File: src/rtl/stream_slice_packer.sv
// Packs SLICE-bit input slices into WIDTH-bit words: collect buffer plus output register.
// Left-stream ordering (dir=1) exists only when STREAM_PACK_LSTREAM_EN is defined.
module stream_slice_packer #(
  parameter  int SLICE  = 2,
  parameter  int NSLICE = 2,
  localparam int WIDTH  = SLICE * NSLICE,
  localparam int CW     = $clog2(NSLICE + 1)
) (
  input  logic             clk,
  input  logic             rst,
  input  logic             in_valid,
  output logic             in_ready,
  input  logic [SLICE-1:0] in_data,
  input  logic             in_last,
  input  logic             dir,
  output logic             out_valid,
  input  logic             out_ready,
  output logic [WIDTH-1:0] out_data,
  output logic [CW-1:0]    out_nslices
);

  typedef logic [NSLICE-1:0][SLICE-1:0] slices_t;

  slices_t          buf_q, buf_d;
  logic [CW-1:0]    cnt_q, cnt_d;
  logic             dir_q, dir_d;
  logic             closed_q, closed_d;
  logic             out_valid_q, out_valid_d;
  logic [WIDTH-1:0] out_data_q, out_data_d;
  logic [CW-1:0]    out_nslices_q, out_nslices_d;
  logic             dir_eff;

`ifdef STREAM_PACK_LSTREAM_EN
  assign dir_eff = dir;
`else
  logic unused_dir;
  assign unused_dir = dir;
  assign dir_eff    = 1'b0;
`endif

  // Slot p=0 is the MSB slice; unused slots stay zero.
  function automatic logic [WIDTH-1:0] pack(input slices_t s, input logic [CW-1:0] k,
                                            input logic d);
    logic [WIDTH-1:0] w;
    int               p;
    w = '0;
    for (int i = 0; i < NSLICE; i++) begin
      if (i < int'(k)) begin
        p = d ? (int'(k) - 1 - i) : i;
        w[WIDTH-1-p*SLICE -: SLICE] = s[i];
      end
    end
    return w;
  endfunction

  // A held word leaves when the output is consumed, so in_ready can follow out_ready.
  assign in_ready = !closed_q || out_ready;

  always_comb begin
    logic          accept;
    logic          out_free;
    logic [CW-1:0] k;
    // NOTE: every variable gets a default first so no path leaves it unassigned (no latches).
    buf_d         = buf_q;
    cnt_d         = cnt_q;
    dir_d         = dir_q;
    closed_d      = closed_q;
    out_valid_d   = out_valid_q;
    out_data_d    = out_data_q;
    out_nslices_d = out_nslices_q;
    out_free      = !out_valid_q || out_ready;
    accept        = in_valid && in_ready;
    k             = '0;

    if (out_valid_q && out_ready) out_valid_d = 1'b0;

    if (closed_q && out_ready) begin
      out_valid_d   = 1'b1;
      out_data_d    = pack(buf_q, cnt_q, dir_q);
      out_nslices_d = cnt_q;
      cnt_d         = '0;
      closed_d      = 1'b0;
      out_free      = 1'b0;
    end

    if (accept) begin
      if (cnt_d == '0) dir_d = dir_eff;
      for (int i = 0; i < NSLICE; i++) begin
        if (i == int'(cnt_d)) buf_d[i] = in_data;
      end
      k = cnt_d + 1'b1;
      if (in_last || k == CW'(NSLICE)) begin
        if (out_free) begin
          out_valid_d   = 1'b1;
          out_data_d    = pack(buf_d, k, dir_d);
          out_nslices_d = k;
          cnt_d         = '0;
        end else begin
          cnt_d    = k;
          closed_d = 1'b1;
        end
      end else begin
        cnt_d = k;
      end
    end
  end

  always_ff @(posedge clk or posedge rst) begin
    if (rst) begin
      cnt_q         <= '0;
      dir_q         <= 1'b0;
      closed_q      <= 1'b0;
      out_valid_q   <= 1'b0;
      out_data_q    <= '0;
      out_nslices_q <= '0;
    end else begin
      // NOTE: non-blocking assignments so every register samples pre-edge values.
      cnt_q         <= cnt_d;
      dir_q         <= dir_d;
      closed_q      <= closed_d;
      out_valid_q   <= out_valid_d;
      out_data_q    <= out_data_d;
      out_nslices_q <= out_nslices_d;
    end
  end

  // NOTE: slice storage is not reset; cnt_q alone decides which entries are meaningful.
  always_ff @(posedge clk) begin
    buf_q <= buf_d;
  end

  assign out_valid   = out_valid_q;
  assign out_data    = out_data_q;
  assign out_nslices = out_nslices_q;

endmodule

File: config.mk
export PLATFORM = sky130hd
export DESIGN_NAME = stream_slice_packer
export DESIGN_NICKNAME = d
export VERILOG_FILES = /design/src/rtl/stream_slice_packer.sv
export SDC_FILE = /design/constraint.sdc
export NUM_CORES = 1
export LEC_CHECK = 0
export ABC_AREA = 1
export ABC_CLOCK_PERIOD_IN_PS = 3630
export BUFFER_PORTS_ARGS = -buffer_cell sky130_fd_sc_hd__buf_2
export CORE_ASPECT_RATIO = 0.6
export CORE_MARGIN = 3
export CORE_UTILIZATION = 60
export CTS_BUF_LIST = sky130_fd_sc_hd__clkbuf_16
export DETAILED_ROUTE_END_ITERATION = 10
export GPL_TIMING_DRIVEN = 0
export MAX_ROUTING_LAYER = met4
export PLACE_DENSITY = 0.79
export SETUP_SLACK_MARGIN = 0.05
export SYNTH_ARGS = -nofsm -noshare
export SYNTH_HDL_FRONTEND = slang
export SYNTH_SLANG_ARGS = --single-unit
File: constraint.sdc
create_clock -name clk -period 3.63 [get_ports clk]
set_input_delay 0.5445 -clock clk [delete_from_list [all_inputs] [get_ports clk]]
set_output_delay 0.5445 -clock clk [all_outputs]
set_load 0.005 [all_outputs]
---- After elaboration in Yosys (flattened, before gate mapping) ----
Cells that the tools add are included.
cells by class
  bitwise operators ....................... 2
  shifts and indexed selects .............. 8
  add/sub/neg operators ................... 13
  order comparisons ....................... 4
  reduce and logical (&&, ||, !) cells .... 10
  eq/ne operators ......................... 2
  muxes and demuxes ....................... 42
operators with widths
  operator                                                                 number
  32-bit negator with 33-bit output                                        4
  2-bit by 33-bit variable shift with 5-bit output (first input constant)  4
  2-bit by 33-bit variable part select with 5-bit output                   4
  3-bit by 32-bit subtractor with 32-bit output (first input constant)     4
  31-bit two-way mux                                                       4
  4-bit two-way mux                                                        12
  2-bit two-way mux                                                        12
  1-bit two-way mux                                                        12
  4-bit AND                                                                2
  4-bit bitwise mux                                                        2
  1-bit by 2-bit < comparator with 1-bit output (first input constant)     4
  3-bit by 2-bit subtractor with 4-bit output (second input constant)      2
  2-bit by 1-bit subtractor with 3-bit output (second input constant)      2
  2-bit zero test                                                          2
  1-bit logical AND                                                        3
  1-bit logical OR                                                         3
  2-bit by 1-bit adder with 2-bit output (second input constant)           1
  2-bit equality test (first input constant)                               1
  2-bit equality test (second input constant)                              1
  1-bit zero test                                                          2
word-level totals
  bits in registers ....................... 15
  output and inout bits ................... 8
  logic and storage cells ................. 89

---- Depth between registers and ports, before layout ----
Gate-level depths: netlist (run 1).
  word-level depth ........................ 19
  depth in mapped cells ................... 17
  gate-level depth less buffers ........... 17

---- Least setup slack after synthesis (run 1) ----
OpenSTA, ideal clock, no wires.
  kind .................................... input-to-reg
  start ................................... input out_ready
  end ..................................... register out_data_q[3], in the netlist out_data[3]
  path slack .............................. 1.119 ns
  arrival time ............................ 2.440 ns
  cell stages on the path ................. 16
  path buffers ............................ 0
  setup time .............................. 0.071 ns
  data required time ...................... 3.559 ns
  cells stage by stage .................... nand2_4 > inv_4 > nor2_1 > inv_1 > ha_1 > inv_2 > nand2_2 > inv_2 > nand3_2 > ha_1 > or2_2 > nor2_1 > nand2_1 > nor2_1 > nor2_1 > nor2_1
between the ends
  word-level cells in the longest chain between the ends .. 19
  elaborated cells on any way between the ends .. 43
  classes of those cells .................. add/sub: 7; order compare: 2; eq/ne: 2; shift: 4; mux: 20; bitwise: 1; reduce/logical: 7
ends and longest elaborated chain
  element                                                                                     line  source
  start: declaration                                                                          17    input logic out_ready,
  parallel branches: the longest is 18 deep, another holds 32-bit negator with 33-bit output  -
  4-bit two-way mux *                                                                         86    if (accept) begin
  net out_data_d[3]                                                                           29    logic [WIDTH-1:0] out_data_q, out_data_d;
  end signal: assignment                                                                      122   out_data_q <= out_data_d;
  end: declaration                                                                            29
Mark *: on every way through the listed nets, which the timed path passes. The select of a mux whose other input is x is not followed.
A chain may end at the register's enable or synchronous reset.

---- Worst setup path after layout (run 1) ----
  start ................................... register cnt_q[0]
  end ..................................... register out_data_q[3], in the netlist out_data[3]
between the ends
  word-level cells in the longest chain between the ends .. 18
  elaborated cells on any way between the ends .. 57
  classes of those cells .................. add/sub: 13; order compare: 4; eq/ne: 2; shift: 8; mux: 25; bitwise: 2; reduce/logical: 3
ends and longest elaborated chain
  element                                                                                     line  source
  start: declaration                                                                          25    logic [CW-1:0] cnt_q, cnt_d;
  start signal: assignment                                                                    118   cnt_q <= cnt_d;
  parallel branches: the longest is 17 deep, another holds 32-bit negator with 33-bit output  -
  4-bit two-way mux *                                                                         86
  net out_data_d[3]                                                                           29
Marks and branches as above.

==> impl_metrics.toml, run 1 <==
[die]
fp.dieH_um = 42.4
initial_utilization_pct = 67.5
core.rowCount = 12
fp.coreArea_um2 = 1970
io_pins = 16
dieWidth_um = 66.7
dieArea_um2 = 2830

[worst_setup_path]
crit_fanout = 8
cpMostUsedCell = "nor2_1"
startpoint = "cnt_q[0]"
crit_type = "reg -> reg"
end_kind = "flop"
arrival_ns = 3.06
r2r_start = "cnt_q[0]"
cp_cell_sequence = "inv_2 -> nor2_1 -> inv_1 -> ha_1 -> inv_2 -> nand2_2 -> inv_2 -> nand3_2 -> ha_1 -> or2_2 -> nor2_1 -> nand2_1 -> nor2_1 -> nor2_1 -> nor2_1"
required_ns = 3.81
critPathSlowestCell = "dfrtp_1"
startpoint_type = "flop"
max_stage_delay_ns = 0.48

[status]
status = "finished clean"

[clock_tree]
cts_made_buffers = 3
htree_levels = 1
cts_tree = "built"
clockBufferDepth = 2
path_clk_slew_ns = 0.05
hold_buffers = 0
cts.sinks = 15
clkLatencyLatePin_ns = 0.25
cts_resized = 0
ctsRootBufferMaster = "clkbuf_16"
cts_setup_buffers = 0

[drt]
wl_met1_mm = 1.39
drt-total-wl_mm = 3.14
dr_wl_met3_um = 348
first_pass_iters = 4
ant_nets = 0
wl_per_cell_um = 13.6
drc_errors = 0
drt-initial-drc-count = 145
routed.top_layer = "met4"
wl_met2_mm = 1.35
vias = 1294
drt-vias-per-instance = 5.60

[yosys]
synth_area_um2 = 1330
synth_warnings = 0
syn_inst = 185
postSynthAreaPerCell_um2 = 7.18
synth_top_cell_area_share_pct = 20.7
synth_top_cell_by_area = "dfrtp_1"
ys_top_cells_by_area = "dfrtp_1, ha_1, nand2_1"
syn_nets = 206
ys_ff_latch = 15
synth.distinct_cells = 27
yosysSeqAreaShare_pct = 29.8

[timing]
finalCritPeriodShare_pct = 79.3
rsz0062_at_grt = "no"
max_slew_margin_pct = 68.0
worst_pin_slew_ns = 0.480
skew_ns = 0.00512
hold_violations = 0
holdWs_ns = 0.303
layout_min_cycle_time_ns = 2.88
setup_viol = 0
finalWorstSetupSlack_ns = 0.752
fmax_mhz = 347
drv_slew = 0
tns_ns = 0

[layout]
antenna_cells = 0
fillers = 148
area_growth_pct = 13.9
drive_above_1_share_pct = 19.2
nets = 225
multi_input_area_um2 = 766
post-route-util_pct = 76.8
regArea_um2 = 395

[grt]
grt_max_degree = 12
overflow = 0
grt_antenna_before_repair = 0
grt_pass1_vias = 1086
grt_usage_pct = 25.7
grt_pass1_wl_mm = 5.28

[power_and_ir_drop]
p_leak_nw = 0.803
seq_power_share_pct = 22.8
peakVddDrop_v = 0.000549
clkPwrFrac_pct = 16.0
p_total_mw = 1.36
power_density_nw_per_um2 = 900
combPwrFrac_pct = 61.2
p_switching_uw = 664
intPower_uw = 697
switching_share_pct = 48.8

[placed_design]
pre_cts_slack_ns = 0.609
port_buffers = 14
dp_hpwl_mm = 2.39
finalWeightedCongestion = 0.909

[worst_hold_path]
holdCritPathClass = "in -> async"

[run]
cap_viol_max_count = 0
## final cells by class
class	instances	area share, %
buffer	2	0.993
clock buffer	3	4.97
clock inverter	1	0.248
inverter	37	10.0
multi-input combinational	131	50.7
sequential	15	26.2
tap	28	2.32
timing repair buffer	14	4.64
## cells in the final DEF (no fill, tap or decap), drive strengths merged
cell,netlist,final
dfrtp,11,11
nor3,1,1
o21ai,12,12
inv,36,37
edfxtp,4,4
nand3b,3,3
buf,2,16
nand2,45,45
clkbuf,0,3
nor3b,1,1
nand4,6,6
o211ai,2,2
or2,1,1
a21oi,5,5
nand3,17,17
nor2,25,25
ha,13,13
clkinv,1,1
## through the flow
step           cell area [um2]  instances
6_report                  1510        231
5_1_grt                   1510        231
3_3_place_gp              1430        227
2_1_floorplan             1330        185
3_5_place_dp              1430        227
4_1_cts                   1510        231
## flip-flops by register name, indices dropped and copies added (netlist names)
register     cells
buf_q            4
out_data         4
cnt_q            2
out_nslices      2
closed_q         1
dir_q            1
out_valid        1
## worst max-delay path: cells and delay by family, from the launching register on
family | cells | cell delay, ns
buffers and inverters | 4 | 0.43
and+or+nand+nor | 9 | 1.30
DFF | 1 | 0.48
adders and majority gates | 2 | 0.61
## cell usage after synthesis
cell,n
o211ai_1,2
inv_1,29
nand3_4,1
o21ai_0,6
a21oi_4,1
ha_1,13
nand2_1,40
buf_4,2
nor2_1,23
nand3_2,2
inv_4,1
edfxtp_1,4
or2_2,1
a21oi_1,4
nand3_1,14
dfrtp_1,11
nand3b_1,3
nor3_1,1
nor2_4,2
inv_6,1
nand2_2,2
nor3b_1,1
clkinv_4,1
nand2_4,3
inv_2,5
o21ai_1,6
nand4_1,6
## kinds of logic after synthesis
| group | count (synthesis) | share of synthesized area (%) |
|---|---|---|
| flip-flops | 15 | 29.8 |
| AND/OR/NAND/NOR | 99 | 37.0 |
| AO/OA/AOI/OAI | 19 | 8.39 |
| adder cells (fa/ha/maj) | 13 | 12.3 |
| buffers and inverters | 39 | 12.5 |
## path summary, 6_finish.rpt
path	to	slack, ns	cells past startpoint
hold reg to reg	out_valid	0.56	2
setup / recovery	out_data[3]	0.75	15
setup reg to reg	out_data[3]	0.75	15
min in group clk	out_valid	0.56	2
hold / removal	out_data[2]	0.30	2
max in group asynchronous	cnt_q[0]	3.00	2
## power by group through the flow
stage / combinational, mW / sequential [mW] / clock [mW]
6_report: 0.833 / 0.310 / 0.217
2_1_floorplan: 0.610 / 0.304 / 0
5_1_grt: 0.938 / 0.321 / 0.226
3_3_place_gp: 0.777 / 0.308 / 0
4_1_cts: 0.817 / 0.310 / 0.215
3_5_place_dp: 0.807 / 0.311 / 0
## metal layers
metal | GRT usage, % | vias to the layer above
li1 | - | 627
met1 | 37.0 | 577
met2 | 35.4 | 80
met3 | 6.43 | 10
met4 | 7.29 | 0
met5 | - | -
Power figures use the tool's default switching activity.
==> run 2: changes to the inputs <==
--- a/config.mk
+++ b/config.mk
@@ -5,17 +5,17 @@
 export SDC_FILE = /design/constraint.sdc
 export NUM_CORES = 1
 export LEC_CHECK = 0
-export ABC_AREA = 1
-export ABC_CLOCK_PERIOD_IN_PS = 3630
+export ABC_AREA = 0
+export ABC_CLOCK_PERIOD_IN_PS = 2400
 export BUFFER_PORTS_ARGS = -buffer_cell sky130_fd_sc_hd__buf_2
 export CORE_ASPECT_RATIO = 0.6
 export CORE_MARGIN = 3
-export CORE_UTILIZATION = 60
+export CORE_UTILIZATION = 51
 export CTS_BUF_LIST = sky130_fd_sc_hd__clkbuf_16
 export DETAILED_ROUTE_END_ITERATION = 10
 export GPL_TIMING_DRIVEN = 0
 export MAX_ROUTING_LAYER = met4
-export PLACE_DENSITY = 0.79
+export PLACE_DENSITY = 0.72
 export SETUP_SLACK_MARGIN = 0.05
 export SYNTH_ARGS = -nofsm -noshare
 export SYNTH_HDL_FRONTEND = slang
==> constraint.sdc (replaced) <==
create_clock -name clk -period 2.4 [get_ports clk]
set_input_delay 0.36 -clock clk [delete_from_list [all_inputs] [get_ports clk]]
set_output_delay 0.36 -clock clk [all_outputs]
set_load 0.005 [all_outputs]
==> impl_metrics.toml, run 2 <==
[die]
dieWidth_um = 68.9
core.rowCount = 12
dieArea_um2 = 3020
initial_utilization_pct = 59.4
fp.dieH_um = 43.8
fp.coreArea_um2 = 2040
io_pins = 16

[status]
status = "complete, but fails checks"
failed_checks = "negative setup slack"

[yosys]
yosysMostFrequentCell = "nand2_1"
ys_async_sr_fraction_pct = 73.3
syn_nets = 153
synth_area_um2 = 1210
synth.distinct_cells = 45
synth_top_cell_by_area = "dfrtp_1"
ys.flop_type = "dfrtp_1"
synth_common_cells = "nand2_1, ha_1, dfrtp_1"
synth_warnings = 0
postSynthAreaPerCell_um2 = 9.18
ys_top_cells_by_area = "dfrtp_1, ha_1, edfxtp_1"
synth_edf_count = 4
synth_top_cell_area_share_pct = 22.7
ys_ff_latch = 15
yosysSeqAreaShare_pct = 32.6
syn_inst = 132

[layout]
design_area_um2 = 1640
post-route-util_pct = 80.5
antenna_cells = 0
drive_above_1_share_pct = 44.5
nets = 186
final_cell_mix = "buf_2, buf_4, nand2_1, dfrtp_1, ha_1"
regArea_um2 = 398
area_growth_pct = 35.5
multi_input_area_um2 = 871
fillers = 123
final_common_cell = "buf_2"

[timing]
fmax_mhz = 399
finalWorstSetupSlack_ns = -0.107
setup_viol = 4
layout_min_cycle_time_ns = 2.51
max_slew_margin_pct = 69.3
worst_pin_slew_ns = 0.461
hold_violations = 0
drv_slew = 0
rsz0062_at_grt = "yes"
finalCritPeriodShare_pct = 104
skew_ns = 0.00103

[grt]
grt_pass1_wl_mm = 5.53
grt_max_degree = 12
grt_usage_pct = 25.8
grt_antenna_before_repair = 0
overflow = 0
grt_pass1_vias = 1091

[worst_setup_path]
crit_fanout = 4
cp_cell_sequence = "buf_6 -> inv_4 -> ha_4 -> xor2_1 -> nand2_2 -> buf_6 -> ha_4 -> or4b_4 -> a21oi_4 -> a31o_1 -> a21oi_2 -> o22ai_1"
r2r_cells = 12
crit_path_end = "out_data[1]"
critPathSlowestCell = "or4b_4"
cp.depth = 12
critPathTopFamily = "simple AND/OR/NAND/NOR gates"
crit_type = "reg -> reg"
arrival_ns = 2.66
path_buf_inv = 3
r2r_start = "cnt_q[0]"
max_stage_delay_ns = 0.51
startpoint = "cnt_q[0]"
end_kind = "flop"
startpoint_type = "flop"
required_ns = 2.56
rrSetupSlack_ns = -0.11
reg2reg_to = "out_data[1]"

[placed_design]
dp_hpwl_mm = 2.30
port_buffers = 14
finalWeightedCongestion = 0.861
dpl-instance-area_um2 = 1370

[power_and_ir_drop]
peakVddDrop_v = 0.000582
p_leak_nw = 0.736
p_total_mw = 1.89
switching_share_pct = 40.4
combPwrFrac_pct = 59.5
p_switching_uw = 765
power_density_nw_per_um2 = 1150
seq_power_share_pct = 23.2
intPower_mw = 1.13
clkPwrFrac_pct = 17.2

[clock_tree]
cts_made_buffers = 3
path_clk_slew_ns = 0.05
hold_buffers = 0
htree_levels = 1
clkLatencyLatePin_ns = 0.25
cts_tree = "built"
clockBufferDepth = 2
cts.sinks = 15
ctsRootBufferMaster = "clkbuf_16"

[run]
cap_viol_max_count = 0

[drt]
ant_nets = 0
wl_per_cell_um = 18.5
first_pass_iters = 4
drc_errors = 0
vias = 1192
drt-vias-per-instance = 6.21
drt-initial-drc-count = 107
drt-total-wl_mm = 3.55

[worst_hold_path]
holdCritPathClass = "in -> async"
## run 2: cell types whose count changed after synthesis, moves of 3 or more
cell | previous run | this run
nand2_1 | 40 | 14
inv_1 | 29 | 7
nor2_1 | 23 | 6
nand3_1 | 14 | 3
a31oi_1 | 0 | 5
nand4_1 | 6 | 1
nand2b_1 | 0 | 4
o21ai_1 | 6 | 2
o22ai_1 | 0 | 4
buf_6 | 0 | 3
mux2_2 | 0 | 3
nor2b_1 | 0 | 3
## run 2: cell families (layout without fill, tap and decap cells)
| logic type | count (synthesis) | after routing | share of synthesized area (%) |
|---|---|---|---|
| mux | 4 | 4 | 3.61 |
| compound gates | 33 | 33 | 18.3 |
| flops | 15 | 15 | 32.6 |
| xor+xnor | 2 | 2 | 1.45 |
| simple gates | 51 | 51 | 24.4 |
| fa+ha+maj | 13 | 13 | 13.4 |
| buf+inv | 14 | 46 | 6.29 |
## run 2: timing repair
action,4_1_cts,5_1_grt
gates cloned,0,0
endpoints found under the setup margin,4,4
pin swaps,14,6
endpoints found under the hold margin,0,0
gates resized for setup,17,2
buffers inserted,14,0
## run 2: worst min-delay path by stage
stage	start	to	depth (start not counted)
after floorplan	rst	cnt_q[0]	1
after global placement	rst	out_nslices[1]	2
after detailed placement	rst	out_valid	2
after CTS	rst	out_data[3]	2
after global routing	rst	out_data[1]	2
final	rst	out_valid	2
## run 2: layout make-up
class	instances	area share [%]
Inverter	10	2.59
Tap cell	28	2.13
Buffer	4	2.36
Clock inverter	1	0.228
Multi-Input combinational cell	103	53.0
Sequential cell	15	24.2
Clock buffer	3	4.57
Timing Repair Buffer	28	10.9
## run 2: stage by stage
| step | cells | hold slack [ns] | setup WS [ns] | setup TNS, ns |
|---|---|---|---|---|
| floorplan | 132 | 0.212 | 0.0421 | 0 |
| global placement | 174 | 0.369 | -0.204 | -0.586 |
| detailed placement | 174 | 0.401 | -0.310 | -0.839 |
| CTS | 192 | 0.137 | -0.0788 | -0.207 |
| global route | 192 | 0.173 | -0.190 | -0.639 |
| finish | 192 | 0.117 | -0.107 | -0.307 |
## run 2: power by group through the flow
stage                     Clock [mW]  Combinational [mW]  Sequential (mW)
final                          0.326                1.13            0.440
after global routing           0.339                1.19            0.450
after CTS                      0.326                1.05            0.438
after detailed placement           0               0.875            0.450
after global placement             0               0.846            0.447
after floorplan                    0               0.659            0.440
## run 2: metal layers
| metal | global-route usage (%) | vias up | wire length, um |
|---|---|---|---|
| met5 | - | - | 0 |
| li1 | - | 549 | - |
| met3 | 5.70 | 8 | 347 |
| met2 | 41.1 | 78 | 1580 |
| met1 | 35.1 | 557 | 1580 |
| met4 | 1.94 | 0 | 37 |
